==> src/rtl/spi_device.sv <==
// SPI target endpoint: oversampled SCK/CS_n/MOSI pins, one byte per 8 SCK cycles, valid/ready byte streams.
// Optional sticky overrun/underrun status flags are built only when SPI_DEVICE_STATUS_EN is defined.
`timescale 1ns/1ps
module spi_device #(
    parameter logic       CPOL     = 1'b0,
    parameter logic       CPHA     = 1'b0,
    parameter logic [7:0] IdleByte = 8'hFF
) (
    input  logic       clk_i,
    input  logic       rst_i,
    input  logic       sck_i,
    input  logic       cs_ni,
    input  logic       mosi_i,
    output logic       miso_o,
    input  logic [7:0] tx_data_i,
    input  logic       tx_valid_i,
    output logic       tx_ready_o,
    output logic [7:0] rx_data_o,
    output logic       rx_valid_o,
    input  logic       rx_ready_i,
    output logic       active_o
`ifdef SPI_DEVICE_STATUS_EN
    ,
    output logic       rx_overrun_o,
    output logic       tx_underrun_o,
    input  logic       status_clr_i
`endif
);

    typedef enum logic {ST_IDLE, ST_ACTIVE} state_e;

    state_e     state_q, state_d;
    logic [1:0] sck_sync_q, cs_sync_q, mosi_sync_q;
    logic       sck_prev_q;
    logic [2:0] bit_cnt_q, bit_cnt_d;
    logic [6:0] rx_sr_q, rx_sr_d;
    logic [7:0] rx_data_q, rx_data_d;
    logic       rx_valid_q, rx_valid_d;
    logic [7:0] tx_sr_q, tx_sr_d;
    logic [7:0] buf_q, buf_d;
    logic       buf_full_q, buf_full_d;

    logic sck_s, cs_act, mosi_s;
    logic in_frame, lead_edge, trail_edge, sample_edge, shift_edge;
    logic cs_assert, cs_deassert, load_pt, byte_done, tx_accept;

    // Two-stage synchronisers plus the delayed SCK copy used for edge detection
    always_ff @(posedge clk_i or posedge rst_i) begin
        if (rst_i) begin
            sck_sync_q  <= {2{CPOL}};
            cs_sync_q   <= 2'b11;
            mosi_sync_q <= 2'b00;
            sck_prev_q  <= CPOL;
        end else begin
            sck_sync_q  <= {sck_sync_q[0], sck_i};
            cs_sync_q   <= {cs_sync_q[0], cs_ni};
            mosi_sync_q <= {mosi_sync_q[0], mosi_i};
            sck_prev_q  <= sck_sync_q[1];
        end
    end

    assign sck_s  = sck_sync_q[1];
    assign cs_act = ~cs_sync_q[1];
    assign mosi_s = mosi_sync_q[1];

    assign in_frame    = (state_q == ST_ACTIVE) && cs_act;
    assign lead_edge   = in_frame && (sck_s != CPOL) && (sck_prev_q == CPOL);
    assign trail_edge  = in_frame && (sck_s == CPOL) && (sck_prev_q != CPOL);
    assign sample_edge = CPHA ? trail_edge : lead_edge;
    assign shift_edge  = CPHA ? lead_edge : trail_edge;
    assign cs_assert   = (state_q == ST_IDLE) && cs_act;
    assign cs_deassert = (state_q == ST_ACTIVE) && !cs_act;
    assign load_pt     = (shift_edge && (bit_cnt_q == 3'd0)) || (!CPHA && cs_assert);
    assign byte_done   = sample_edge && (bit_cnt_q == 3'd7);
    assign tx_accept   = tx_valid_i && !buf_full_q;

    always_ff @(posedge clk_i or posedge rst_i) begin
        if (rst_i) begin
            state_q    <= ST_IDLE;
            bit_cnt_q  <= 3'd0;
            rx_sr_q    <= 7'd0;
            rx_data_q  <= 8'h00;
            rx_valid_q <= 1'b0;
            tx_sr_q    <= 8'hFF;
            buf_q      <= 8'h00;
            buf_full_q <= 1'b0;
        end else begin
            state_q    <= state_d;
            bit_cnt_q  <= bit_cnt_d;
            rx_sr_q    <= rx_sr_d;
            rx_data_q  <= rx_data_d;
            rx_valid_q <= rx_valid_d;
            tx_sr_q    <= tx_sr_d;
            buf_q      <= buf_d;
            buf_full_q <= buf_full_d;
        end
    end

    always_comb begin
        state_d    = state_q;
        bit_cnt_d  = bit_cnt_q;
        rx_sr_d    = rx_sr_q;
        rx_data_d  = rx_data_q;
        rx_valid_d = rx_valid_q;
        tx_sr_d    = tx_sr_q;
        buf_d      = buf_q;
        buf_full_d = buf_full_q;

        case (state_q)
            ST_IDLE:   if (cs_act)  state_d = ST_ACTIVE;
            ST_ACTIVE: if (!cs_act) state_d = ST_IDLE;
            default:   state_d = ST_IDLE;
        endcase

        if (sample_edge) begin
            rx_sr_d   = {rx_sr_q[5:0], mosi_s};
            bit_cnt_d = bit_cnt_q + 3'd1;
        end

        if (byte_done) begin
            rx_data_d  = {rx_sr_q, mosi_s};
            rx_valid_d = 1'b1;
        end else if (rx_ready_i) begin
            rx_valid_d = 1'b0;
        end

        if (tx_accept) begin
            buf_d      = tx_data_i;
            buf_full_d = 1'b1;
        end

        // A write arriving on an empty buffer at a load point goes straight to the shifter
        if (load_pt) begin
            if (buf_full_q) begin
                tx_sr_d    = buf_q;
                buf_full_d = 1'b0;
            end else if (tx_accept) begin
                tx_sr_d    = tx_data_i;
                buf_full_d = 1'b0;
            end else begin
                tx_sr_d = IdleByte;
            end
        end else if (shift_edge) begin
            tx_sr_d = {tx_sr_q[6:0], 1'b1};
        end

        if (CPHA && cs_assert) begin
            tx_sr_d = 8'hFF;
        end

        if (cs_deassert) begin
            bit_cnt_d = 3'd0;
            rx_sr_d   = 7'd0;
            tx_sr_d   = 8'hFF;
        end
    end

    assign miso_o     = (state_q == ST_ACTIVE) ? tx_sr_q[7] : 1'b1;
    assign tx_ready_o = !buf_full_q;
    assign rx_data_o  = rx_data_q;
    assign rx_valid_o = rx_valid_q;
    assign active_o   = (state_q == ST_ACTIVE);

`ifdef SPI_DEVICE_STATUS_EN
    logic ovr_q, ovr_d, und_q, und_d, ovr_evt, und_evt;

    assign ovr_evt = byte_done && rx_valid_q && !rx_ready_i;
    assign und_evt = load_pt && !buf_full_q && !tx_accept;

    // A set event in the same cycle as a clear leaves the flag set
    always_comb begin
        ovr_d = ovr_q;
        und_d = und_q;
        if (status_clr_i) begin
            ovr_d = 1'b0;
            und_d = 1'b0;
        end
        if (ovr_evt) ovr_d = 1'b1;
        if (und_evt) und_d = 1'b1;
    end

    always_ff @(posedge clk_i or posedge rst_i) begin
        if (rst_i) begin
            ovr_q <= 1'b0;
            und_q <= 1'b0;
        end else begin
            ovr_q <= ovr_d;
            und_q <= und_d;
        end
    end

    assign rx_overrun_o  = ovr_q;
    assign tx_underrun_o = und_q;
`endif

endmodule

==> config.mk <==
export PLATFORM = sky130hd
export DESIGN_NAME = spi_device
export DESIGN_NICKNAME = d
export VERILOG_FILES = /design/src/rtl/spi_device.sv
export SDC_FILE = /design/constraint.sdc
export NUM_CORES = 1
export LEC_CHECK = 0
export BUFFER_PORTS_ARGS = -buffer_cell sky130_fd_sc_hd__clkbuf_2
export CAP_MARGIN = 20
export CORE_ASPECT_RATIO = 1.25
export CORE_MARGIN = 3
export CORE_UTILIZATION = 56
export CTS_CLUSTER_SIZE = 30
export DETAILED_ROUTE_END_ITERATION = 8
export PLACE_DENSITY = 0.88
export SLEW_MARGIN = 10
export SYNTH_ARGS = -nofsm -noshare
export SYNTH_HDL_FRONTEND = slang
export SYNTH_SLANG_ARGS = --single-unit
==> constraint.sdc <==
create_clock -name clk_i -period 2.5 [get_ports clk_i]
set_input_delay 0 -clock clk_i [delete_from_list [all_inputs] [get_ports clk_i]]
set_output_delay 0 -clock clk_i [all_outputs]
set_load 0.1 [all_outputs]
==> flow_summary_export.csv <==
group,metric,value,unit
final_layout,syn2layout_area_growth,20.67,%
placement,portBuffers,26,
min_path,hold_path_class,"in2async",
logic_synthesis,syn_avg_cell_area,12.61,µm²
cts,cts.sinks,44,
grt,grt_pass1_wl,5830,µm
setup_path,path_class,"reg2reg",
grt,grt_start_max_net_pins,45,
timing,period_needed,1.536,ns
cts,cts_buffer_depth,2,
timing,setup_slack,0.9644,ns
cts,cts-root-buf,"clkbuf_4",
setup_path,regToRegEndpoint,"rx_data_o[7]$_DFFE_PP0P_",
logic_synthesis,yosysUniqueCellTypes,33,
setup_path,timing.rr.start,"active_o$_DFF_PP0_",
timing,tightest_slew,0.6344,ns
routing,drtIter0Drc,49,
timing,setup_violations,0,
setup_path,crit_required,2.74,ns
floorplan,num_rows,22,
final_layout,drive_gt1_share,33.51,%
pwr,leakagePower,1.051,nW
timing,slew_violations,0,
setup_path,rrSetupSlack,0.96,ns
logic_synthesis,syn_nets,164,
routing,route.detailed.drc,0,
pwr,ir_drop,0.0006399,V
floorplan,die_x,57.28,µm
setup_path,crit_path_start_kind,"flip-flop",
floorplan,ioPinCount,27,
logic_synthesis,synth_seq_cells,44,
setup_path,reg2reg_depth,4,
grt,grt.overflow.total,0,
floorplan,coreArea,3028,µm²
floorplan,die_h,70.10,µm
run,cap_violations,0,
timing,clock_skew,0.01882,ns
pwr,powerDensity,660.6,nW/µm²
outcome,run_status,"complete, no violations",
final_layout,final_cell_mix,"34 x dfrtp_1, 26 x clkbuf_2, 14 x dlygate4sd3_1",
timing,relSlewSlack,57.71,%
floorplan,die_area,4015,µm²
cts,cts_repair_resize_count,0,
logic_synthesis,netlist_area,1841,µm²
cts,cts_tree,"yes",
cts,h-tree-depth,2,
floorplan,floorplan.initialDensity,60.79,%
grt,grt_util_all_layers,19.25,%
placement,hpwl,2369,µm
routing,routed_via_density,5.567,
timing,max_freq,0.6512,GHz
logic_synthesis,synthCells,146,
final_layout,layout_commonest_cell,"dfrtp_1",
final_layout,diodes,0,
final_layout,fin_nets,205,
logic_synthesis,synth_warnings,0,
placement,place_area,2001,µm²
cts,cts_buffers,5,
placement,gp_congestion,0.7939,
routing,routedWlPerCell,15.27,µm
timing,fin_tns_setup,0,ns
routing,antenna_left,0,
placement,place_ws,0.9710,ns
setup_path,worst_setup_path_end_kind,"flip-flop",
setup_path,critPathArrivalTime,1.78,ns
routing,dr.pass1.iters,4,
grt,antenna_found_initial,0,
final_layout,fin_area,2221,µm²
timing,fin_crit_sh,61.43,%
grt,grt_pass1_vias,1283,
routing,routed_wl,3420,µm
cts,clk_latency,0.36,ns
cts,cts.reportedPaths.clkPinSlew,0.13,ns
logic_synthesis,synth-seq-area-share,60.50,%
timing,hold_violations,0,
setup_path,crit_fanout,13,
routing,vias,1247,
timing,rsz0062_at_grt,"no",
==> cell type report <==
cell class | instances | area, µm²
repair buffers | 42 | 285.3
well taps | 36 | 45.04
fillers | 201 | 807.0
clock inverters | 3 | 42.54
clock buffers | 5 | 37.54
multi-input cells | 87 | 670.6
inverters | 7 | 26.28
flip-flops and latches | 44 | 1114
==> where the power goes <==
part           total (W)  switching [W]  internal [W]
Clock           0.000426       0.000217      0.000209
Sequential      0.000829      0.0000369      0.000792
Combinational   0.000212       0.000121     0.0000911
Total            0.00147       0.000375       0.00109
==> metal layers <==
layer	track usage [%]	vias up	wire length [µm]
met2	32.27	44	1773
met5	0	-	0
met4	8.763	0	72
li1	-	595	-
met3	6.100	10	187
met1	22.03	598	1387
==> sequential cells by signal, indices dropped and copies added (netlist names), 2 cells and up <==
name	cells
tx_sr_q	8
bit_cnt_q	3
sck_sync_q	2
rx_data_o	8
mosi_sync_q	2
rx_sr_q	7
cs_sync_q	2
buf_q	8
==> critical path: stages, from the launching register on <==
cell	delay, ns
dfrtp_1	0.47
nor4bb_4	0.22
buf_4	0.27
nand2_4	0.15
mux2_4	0.32
==> through the flow <==
step | instances | total power, W | util (%) | hold WS (ns)
after CTS | 224 | 0.001487 | 73.35 | 0.2533
after detailed placement | 202 | 0.001039 | 66.07 | 0.09009
after global routing | 224 | 0.001554 | 73.35 | 0.2659
after floorplan | 146 | 0.0009860 | - | 0.004478
final | 224 | 0.001467 | 73.35 | 0.2737
after global placement | 202 | 0.001024 | 66.07 | 0.08885
==> how the worst max path moves through the flow <==
stage / start / to / slack [ns] / cells past startpoint
after floorplan: active_o$_DFF_PP0_ / rx_data_o[0]$_DFFE_PP0P_ / 0.53 / 4
after global placement: sck_prev_q$_DFF_PP0_ / rx_data_o[0]$_DFFE_PP0P_ / 1.03 / 4
after detailed placement: active_o$_DFF_PP0_ / rx_data_o[0]$_DFFE_PP0P_ / 0.97 / 4
after CTS: active_o$_DFF_PP0_ / rx_data_o[7]$_DFFE_PP0P_ / 0.95 / 4
after global routing: buf_full_q$_DFF_PP0_ / tx_sr_q[4]$_DFFE_PP1P_ / 0.84 / 4
final: active_o$_DFF_PP0_ / rx_data_o[7]$_DFFE_PP0P_ / 0.96 / 4
==> Yosys cell counts (all sizes together) <==
master	number	area [µm²]
dfrtp	34	850.8
and2	3	18.77
xnor2	1	8.760
nand2	13	56.30
dfstp	10	262.8
inv	7	26.27
buf	6	37.53
nand3b	1	7.510
nand2b	2	12.51
nor4bb	1	10.01
a21oi	2	13.76
o31ai	2	15.01
o211ai	1	7.510
mux2	15	195.2
ha	3	37.54
nor2	10	37.54
o21ai	3	15.01
a31oi	7	43.79
clkbuf	2	7.510
nor3	8	40.04
or2b	1	7.510
mux2i	7	70.07
o221ai	6	52.55
o22ai	1	6.260
==> kinds of logic after synthesis <==
logic type	Yosys count	share of synthesized area, %
compound gates	22	8.361
fa+ha+maj	3	2.040
simple gates	39	10.33
flops	44	60.50
mux	22	14.41
xor+xnor	1	0.4760
buf+inv	15	3.874
==> timing repair <==
action,CTS,global route
endpoints found under the hold margin,54,0
hold buffers,14,0
endpoints found under the setup margin,0,0
buffers inserted,0,0
(Power assumes the default switching activity.)
